--- src/rtl/draw_scheduler.sv ---
// Round-robin arbiter for widget draw requests. It sends the granted client's window
// to the LCD path, then streams that client's pixels one at a time.
module draw_scheduler #(
  parameter int unsigned NCLIENTS = 4,
  parameter int unsigned SETTLE   = 2,
  parameter int unsigned TIMEOUT  = 1023
) (
  input  logic                     clk,
  input  logic                     arstn,
  input  logic                     enable,
  input  logic [NCLIENTS-1:0]      update,
  input  logic [NCLIENTS-1:0]      drawdone,
  input  logic [16*NCLIENTS-1:0]   xstart,
  input  logic [16*NCLIENTS-1:0]   xend,
  input  logic [16*NCLIENTS-1:0]   ystart,
  input  logic [16*NCLIENTS-1:0]   yend,
  input  logic [16*NCLIENTS-1:0]   color,
  output logic [NCLIENTS-1:0]      draw,
  output logic [NCLIENTS-1:0]      cnext,
  output logic                     win_valid,
  input  logic                     win_ready,
  output logic [15:0]              win_x0,
  output logic [15:0]              win_x1,
  output logic [15:0]              win_y0,
  output logic [15:0]              win_y1,
  output logic                     pix_valid,
  input  logic                     pix_ready,
  output logic [15:0]              pix_data,
  output logic                     busy,
  output logic                     err
);

  localparam int unsigned IW = $clog2(NCLIENTS);
  localparam int unsigned SW = $clog2(SETTLE + 2);
  localparam int unsigned TW = $clog2(TIMEOUT + 1);

  typedef enum logic [2:0] {
    StIdle, StGrant, StWin, StSettle, StPix, StDoneWait, StRelease
  } state_e;

  state_e               state_q, state_d;
  logic [IW-1:0]        rr_q, rr_d, sel_q, sel_d;
  logic [NCLIENTS-1:0]  draw_q, draw_d, cnext_q, cnext_d;
  logic [15:0]          x0_q, x0_d, x1_q, x1_d, y0_q, y0_d, y1_q, y1_d;
  logic [15:0]          pix_q, pix_d;
  logic [31:0]          cnt_q, cnt_d;
  logic [SW-1:0]        settle_q, settle_d;
  logic [TW-1:0]        tmo_q, tmo_d;
  logic                 err_q, err_d;

  logic [IW-1:0]        pick, pick_hi, pick_lo;
  logic                 any_hi, any_lo;
  logic [15:0]          sx0, sx1, sy0, sy1, scol;

  // Lowest requester at or above rr wins; otherwise wrap to the lowest requester overall.
  always_comb begin
    pick_hi = '0;
    pick_lo = '0;
    any_hi  = 1'b0;
    any_lo  = 1'b0;
    for (int i = NCLIENTS - 1; i >= 0; i--) begin
      if (update[i]) begin
        pick_lo = IW'(i);
        any_lo  = 1'b1;
        if (IW'(i) >= rr_q) begin
          pick_hi = IW'(i);
          any_hi  = 1'b1;
        end
      end
    end
    pick = any_hi ? pick_hi : pick_lo;
  end

  always_comb begin
    sx0  = '0;
    sx1  = '0;
    sy0  = '0;
    sy1  = '0;
    scol = '0;
    for (int i = 0; i < NCLIENTS; i++) begin
      if (sel_q == IW'(i)) begin
        sx0  = xstart[16*i +: 16];
        sx1  = xend[16*i +: 16];
        sy0  = ystart[16*i +: 16];
        sy1  = yend[16*i +: 16];
        scol = color[16*i +: 16];
      end
    end
  end

  always_ff @(posedge clk or negedge arstn) begin
    if (!arstn) begin
      state_q <= StIdle;
    end else begin
      state_q <= state_d;
    end
  end

  always_ff @(posedge clk or negedge arstn) begin
    if (!arstn) begin
      rr_q     <= '0;
      sel_q    <= '0;
      draw_q   <= '0;
      cnext_q  <= '0;
      x0_q     <= '0;
      x1_q     <= '0;
      y0_q     <= '0;
      y1_q     <= '0;
      pix_q    <= '0;
      cnt_q    <= '0;
      settle_q <= '0;
      tmo_q    <= '0;
      err_q    <= 1'b0;
    end else begin
      rr_q     <= rr_d;
      sel_q    <= sel_d;
      draw_q   <= draw_d;
      cnext_q  <= cnext_d;
      x0_q     <= x0_d;
      x1_q     <= x1_d;
      y0_q     <= y0_d;
      y1_q     <= y1_d;
      pix_q    <= pix_d;
      cnt_q    <= cnt_d;
      settle_q <= settle_d;
      tmo_q    <= tmo_d;
      err_q    <= err_d;
    end
  end

  always_comb begin
    state_d  = state_q;
    rr_d     = rr_q;
    sel_d    = sel_q;
    draw_d   = draw_q;
    cnext_d  = '0;
    x0_d     = x0_q;
    x1_d     = x1_q;
    y0_d     = y0_q;
    y1_d     = y1_q;
    pix_d    = pix_q;
    cnt_d    = cnt_q;
    settle_d = settle_q;
    tmo_d    = tmo_q;
    err_d    = 1'b0;
    unique case (state_q)
      StIdle: begin
        if (enable && any_lo) begin
          sel_d   = pick;
          draw_d  = NCLIENTS'(1) << pick;
          state_d = StGrant;
        end
      end
      StGrant: begin
        x0_d  = sx0;
        x1_d  = sx1;
        y0_d  = sy0;
        y1_d  = sy1;
        cnt_d = (32'(sx1) - 32'(sx0) + 32'd1) * (32'(sy1) - 32'(sy0) + 32'd1);
        if (sx1 < sx0 || sy1 < sy0) begin
          err_d   = 1'b1;
          draw_d  = '0;
          state_d = StRelease;
        end else begin
          state_d = StWin;
        end
      end
      StWin: begin
        if (win_ready) begin
          settle_d = SW'(SETTLE);
          state_d  = StSettle;
        end
      end
      StSettle: begin
        if (settle_q == '0) begin
          pix_d   = scol;
          state_d = StPix;
        end else begin
          settle_d = settle_q - 1'b1;
        end
      end
      StPix: begin
        if (pix_ready) begin
          cnext_d = draw_q;
          cnt_d   = cnt_q - 32'd1;
          if (cnt_q == 32'd1) begin
            tmo_d   = '0;
            state_d = StDoneWait;
          end else begin
            settle_d = SW'(SETTLE);
            state_d  = StSettle;
          end
        end
      end
      StDoneWait: begin
        // First cycle overlaps the final cnext, so drawdone is stale there.
        tmo_d = tmo_q + 1'b1;
        if (tmo_q != '0 && (|(drawdone & draw_q))) begin
          draw_d  = '0;
          state_d = StRelease;
        end else if (tmo_q == TW'(TIMEOUT - 1)) begin
          err_d   = 1'b1;
          draw_d  = '0;
          state_d = StRelease;
        end
      end
      StRelease: begin
        rr_d    = (sel_q == IW'(NCLIENTS - 1)) ? '0 : sel_q + 1'b1;
        state_d = StIdle;
      end
      default: state_d = StIdle;
    endcase
  end

  always_comb begin
    win_valid = (state_q == StWin);
    pix_valid = (state_q == StPix);
    busy      = (state_q != StIdle);
    draw      = draw_q;
    cnext     = cnext_q;
    win_x0    = x0_q;
    win_x1    = x1_q;
    win_y0    = y0_q;
    win_y1    = y1_q;
    pix_data  = pix_q;
    err       = err_q;
  end

endmodule

--- config.mk ---
export PLATFORM = sky130hd
export DESIGN_NAME = draw_scheduler
export DESIGN_NICKNAME = d
export VERILOG_FILES = /design/src/rtl/draw_scheduler.sv
export SDC_FILE = /design/constraint.sdc
export NUM_CORES = 1
export LEC_CHECK = 0
export CORE_ASPECT_RATIO = 0.75
export CORE_UTILIZATION = 55
export CTS_CLUSTER_DIAMETER = 80
export DETAILED_ROUTE_END_ITERATION = 12
export GPL_ROUTABILITY_DRIVEN = 0
export MAX_ROUTING_LAYER = met4
export PLACE_DENSITY = 0.84
export SLEW_MARGIN = 20
export SYNTH_ARGS = -nofsm -noshare
export SYNTH_HDL_FRONTEND = slang
export SYNTH_SLANG_ARGS = --single-unit
--- constraint.sdc ---
create_clock -name clk -period 14.15 [get_ports clk]
set_input_delay 2.83 -clock clk [delete_from_list [all_inputs] [get_ports clk]]
set_output_delay 2.83 -clock clk [all_outputs]
set_load 0.1 [all_outputs]
==> reports/results.ini, run 1 <==
[route]
viasPerCell=5.994
drc_errors=0
vias=22670
wire_per_inst_um=21.97
drt-pass1-iter-count=9
drt_iter0_drc=2425
totalWireLength_mm=83.05
ant_nets=0

[timing]
rsz0062_at_grt=no
drv_slew=0
tightestPinTransition_ns=1.301
clock_skew_ns=0.01831
min_period_ns=13.28
slew_headroom_pct=12.65
finalSetupViolCount=0
setup_tns_ns=0
fmax_mhz=75.30
post-route-period-util_pct=93.85
final_hold_viol_count=0

[clocking]
cts_resized=0
post_cts_buffers=0
hold_buffers=0
clock_sinks=140
cts_tree=done
htree_levels=4
clk_pin_slew_ns=0.08
clk-insertion-delay-late_ns=0.46
cts.path.max_buffers=2
root_buffer=clkbuf_16
cts_made_buffers=17

[die]
die_x_um=234.3
placementRows=63
io_pins=425
dieHeight_um=176.2
start_util_pct=56.04
die_area_um2=41290
core_area_um2=39730

[job]
maxCapViolations=0

[synth]
synth_edf_count=0
synthTopCellsByArea=fa_1 (27%), dfrtp_1 (16%), nand2_1 (8.5%)
synth_cell_types=79
netlist_instances=2901
synth_top_area_cell=fa_1
ys_warn_count=0
ys_seq_area_share_pct=15.74
synth_top_cell_area_share_pct=26.80
synth_ff_type=dfrtp_1
synth_nets=3663
async_flop_share_pct=100.0
syn_area_um2=22260
ys_ff_latch=140
avgSynthCellArea_um2=7.674

[setup_path]
crit_path_end_kind=register
worst-path-buf-inv=5
crit_arrival_ns=13.62
startpoint_type=input port
cpMaxStageDelayCell=o21ai_0
crit_family=adder cells
cp_common_cell=fa_1
crit_required_ns=14.49
critical_path_class=input port to register
critPathMaxStageDelay_ns=0.70
crit_fanout=8

[finish]
syn2layout_area_growth_pct=24.25
fin_nets=4007
drive_above_1_share_pct=3.622

[global_routing]
grt_max_degree=116
grt_overflow_total=0
track_usage_pct=42.51
grt_pass1_wl_mm=128.1
first_global_vias=22930
antenna_found_initial=3

[outcome]
status=finished clean

[placement]
dp_hpwl_mm=66.37
io_buffers=424

[hold_path]
min_path_type=register to register

[cells by family (layout without fill, tap and decap cells)]
group / count (synthesis) / count (layout) / share of synthesized area, %
and+or+nand+nor: 1079 / 1079 / 20.88
AOI/OAI and AO/OA: 604 / 604 / 15.72
buffers and inverters: 548 / 905 / 9.268
adders and majority gates: 429 / 429 / 34.16
DFF: 140 / 140 / 15.74
xor gates and xnor gates: 98 / 98 / 4.080
muxes: 3 / 3 / 0.1517
other: 0 / 3 / 0
[metrics by stage]
step                instance area (um^2)  hold slack [ns]  std cells  util [%]  setup WS (ns)
finish                             27660           0.4835       3781     69.62         0.8696
global route                       27660           0.5049       3780     69.62         0.2672
CTS                                27650           0.4829       3778     69.61          1.218
detailed placement                 27060           0.4674       3746     68.10         0.7568
global placement                   27060           0.4591       3746     68.10          1.193
floorplan                          22260           0.4501       2901         -          2.497
[sequential cells by signal, indices dropped and copies added (netlist names)]
| name | cells |
|---|---|
| draw | 4 |
| win_y0 | 16 |
| tmo_q | 10 |
| cnext | 4 |
| rr_q | 2 |
| err | 1 |
| cnt_q | 32 |
| win_x1 | 16 |
| win_x0 | 16 |
| sel_q | 2 |
| settle_q | 2 |
| win_y1 | 16 |
| state_q | 3 |
| pix_data | 16 |
[per-layer routing]
metal  up-vias  global-route usage, %  part of all wire, %
met3       348                  12.94                   13
met4         0                  23.06                  6.7
met1     10810                  52.28                   37
li1       9978                      -                    -
met2      1527                  62.59                   44
met5         -                      -                    0
[worst min-delay path: cells and delay by family (launching register included)]
family	cells	cell delay (ns)
simple gates	2	0.11
flops	1	0.35
[cell usage after synthesis, types with 4 or more instances]
master and count:
or2_2 9, a21o_1 22, nor2b_1 23, o21a_1 11, nand2_1 502, a211o_1 6, nand3b_1 6, xor2_1 39
and2_1 48, o211ai_1 12, a211oi_1 6, o31ai_1 11, nand4_1 11, a21oi_1 274, a31oi_1 18, a2111oi_0 5
and3_1 22, nor2_1 343, inv_1 403, nand2b_1 11, nor4_1 17, xnor2_1 54, o21ai_1 6, o41ai_1 4
nand3_1 28, ha_1 131, dfrtp_1 140, a22oi_1 11, o21bai_1 7, or3_1 7, buf_1 10, a21boi_0 4
nor3b_1 7, o21ai_0 168, fa_1 298, clkbuf_1 130, o22ai_1 7, nor3_1 25
[layout make-up]
type | instances | area (um^2)
inverters | 405 | 1520
multi-input cells | 2213 | 16780
fillers | 3133 | 12070
repair buffers | 468 | 4601
well taps | 520 | 650.6
flip-flops and latches | 140 | 3503
clock buffers | 17 | 425.4
clock inverters | 15 | 171.4
diodes | 3 | 7.507
[worst paths after layout]
path	cells past startpoint	end	from	slack, ns
worst min register to register	2	win_x1[15]	win_x1[15]	0.48
max in group asynchronous	2	win_x1[1]	arstn	10.39
worst min-delay path	2	win_x1[15]	win_x1[15]	0.48
min in group asynchronous	1	cnext[2]	arstn	2.40
worst max-delay path	37	cnt_q[31]	ystart[16]	0.87
worst max register to register	42	cnt_q[31]	sel_q[0]	1.96
[cells in the final DEF, fill, tap and decap left out, types with 28 or more instances in the layout]
cell type	instances
dfrtp_1	140
and2_1	48
inv_1	403
buf_4	42
nand2_1	502
nand3_1	28
a21oi_1	274
ha_1	127
xnor2_1	52
o21ai_0	168
clkdlybuf4s50_1	423
nor2_1	341
xor2_1	37
fa_1	298
Power of run 1 is not shown: default switching activity piles up to over one toggle a cycle in this logic, so the estimate is an artifact.
==> run 2, diff against run 1 <==
--- a/config.mk
+++ b/config.mk
@@ -11,7 +11,7 @@
 export DETAILED_ROUTE_END_ITERATION = 12
 export GPL_ROUTABILITY_DRIVEN = 0
 export MAX_ROUTING_LAYER = met4
-export PLACE_DENSITY = 0.84
+export PLACE_DENSITY = 0.83
 export SLEW_MARGIN = 20
 export SYNTH_ARGS = -nofsm -noshare
 export SYNTH_HDL_FRONTEND = slang
==> run 2 against run 1 <==
  * Fmax shrank 2.2%
  * Utilization grew 0.079 points
  * Routed wire length shrank 0.31%
  * Largest cell class unchanged
  * Global-route usage shrank 0.49 points
  * First-iteration DRC count grew 8.1%
  * Die area is the same
  * Clock skew shrank 0.0040 ns
==> reports/results.ini, run 2 (same netlist as run 1, synthesis figures left out) <==
[outcome]
status=finished clean

[setup_path]
r2r_cells=41  ; -2.4%
r2r-end=cnt_q[25]
r2r-start=sel_q[0]
crit_path_end_kind=register
cp_common_cell=fa_1
critPathMaxStageDelay_ns=0.82  ; +0.12 ns
crit_fanout=10  ; +2
crit_arrival_ns=13.91  ; +0.29 ns
cpMaxStageDelayCell=xnor2_1
startpoint_type=input port
crit_required_ns=14.48  ; about the same
critical_path_class=input port to register
reg2reg_slack_ns=1.48  ; -0.48 ns

[hold_path]
min_path_type=register to register
holdPathEnd=pix_data[11]
min_path_cells=2  ; unchanged
hold_start=pix_data[11]

[route]
wire_per_inst_um=21.86  ; -0.50%
drc_errors=0  ; unchanged
viasPerCell=5.981  ; -0.22%
totalWireLength_mm=82.79  ; -0.31%
ant_nets=0  ; unchanged
vias=22660  ; -0.035%
drt-pass1-iter-count=6  ; -3
drt_iter0_drc=2621  ; +8.1%

[clocking]
clock_sinks=140  ; unchanged
cts.path.max_buffers=2  ; unchanged
hold_buffers=0  ; unchanged
root_buffer=clkbuf_16
post_cts_buffers=0  ; unchanged
htree_levels=4  ; unchanged
cts_resized=0  ; unchanged
cts_made_buffers=17  ; unchanged
clk_pin_slew_ns=0.07  ; about the same
clk-insertion-delay-late_ns=0.45  ; about the same
cts_tree=done

[finish]
final_cells=3788  ; +0.19%
final_area_um2=27690  ; +0.11%
n_fill_cell=3159  ; +0.83%
fin_nets=4011  ; +0.10%
largest_register_ffs=32  ; unchanged
most-common-layout-cells=nand2_1 (502), clkdlybuf4s50_1 (423), inv_1 (403), nor2_1 (341), fa_1 (298)
largest_register=cnt_q
fin_util_pct=69.70  ; +0.079 points
drive_above_1_share_pct=3.740  ; +0.12 points
final_common_cell=nand2_1
syn2layout_area_growth_pct=24.39

[die]
dieHeight_um=176.2  ; unchanged
placementRows=63  ; unchanged
io_pins=425  ; unchanged
die_area_um2=41290  ; unchanged
die_x_um=234.3  ; unchanged
core_area_um2=39730  ; unchanged
start_util_pct=56.04  ; unchanged

[global_routing]
grt_util_met2_pct=62.40  ; -0.18 points
grt_pass1_wl_mm=126.3  ; -1.3%
grtUsageMet1_pct=51.32  ; -0.96 points
track_usage_pct=42.02  ; -0.49 points
antenna_found_initial=6  ; +3
grt_max_degree=93  ; -20%
grtUsageMet3_pct=12.55  ; -0.39 points
first_global_vias=22820  ; -0.48%
grt_overflow_total=0  ; unchanged
grt_most_used_layer=met2

[timing]
drv_slew=0  ; unchanged
fmax_mhz=73.64  ; -2.2%
final_hold_viol_count=0  ; unchanged
rsz0062_at_grt=no
finalSetupViolCount=0  ; unchanged
tightestPinTransition_ns=1.364  ; +0.06317 ns
setup_tns_ns=0  ; unchanged
slew_headroom_pct=8.409  ; -4.2 points
clock_skew_ns=0.01435  ; -0.003964 ns
min_period_ns=13.58  ; +0.2992 ns
post-route-period-util_pct=95.97  ; +2.1 points

[placement]
dp_hpwl_mm=66.50  ; +0.20%
dp_cells=3750  ; +0.11%
place_area_um2=27070  ; about the same
io_buffers=424  ; unchanged

[job]
maxCapViolations=0  ; unchanged

==> run 2: cell types whose count changed in the layout (fill, tap and decap cells not counted), sizes merged <==
cell    delta
buf        +4
bufinv     +1
clkbuf     +1
clkinv     -3
diode      +3
inv        +1
==> run 2: area by class of cell <==
class	count	area, um^2	area share [%]
Multi-Input combinational cell	2213	16790	60.63
Clock buffer	18	429.2	1.550
Timing Repair Buffer	472	4606	16.63
Tap cell	520	650.6	2.350
Clock inverter	14	177.7	0.6416
Antenna cell	6	15.01	0.05422
Sequential cell	140	3503	12.65
Inverter	405	1520	5.490
==> run 2: layer usage <==
metal  up-vias  share of wire, %
met2      1489                44
met3       332                13
met4         0               6.5
met5         -                 0
met1     10860                37
li1       9974                 -
==> run 2: how the worst max path moves through the flow <==
stage | start | to | slack, ns | cells past startpoint
after global routing | ystart[0] | cnt_q[25] | 0.06 | 39
after global placement | ystart[3] | cnt_q[25] | 1.07 | 40
after floorplan | yend[1] | cnt_q[25] | 2.50 | 42
after CTS | ystart[0] | cnt_q[25] | 0.90 | 39
after detailed placement | ystart[0] | cnt_q[25] | 0.48 | 39
final | ystart[0] | cnt_q[25] | 0.57 | 39
==> run 2: per-stage QoR <==
step	hold slack [ns]	worst slack, ns
floorplan	0.4501	2.497
global placement	0.4590	1.066
detailed placement	0.4623	0.4751
CTS	0.4812	0.9022
global route	0.5040	0.06163
finish	0.4818	0.5704
==> run 2: critical path, delay by kind of cell <==
kind	cells	cell delay, ns
adder cells (fa/ha/maj)	9	3.73
AND/OR/NAND/NOR	9	1.83
AO/OA/AOI/OAI	15	3.90
buffers and inverters	4	0.62
XOR/XNOR	2	0.99
Power of run 2 is left out for the same reason.
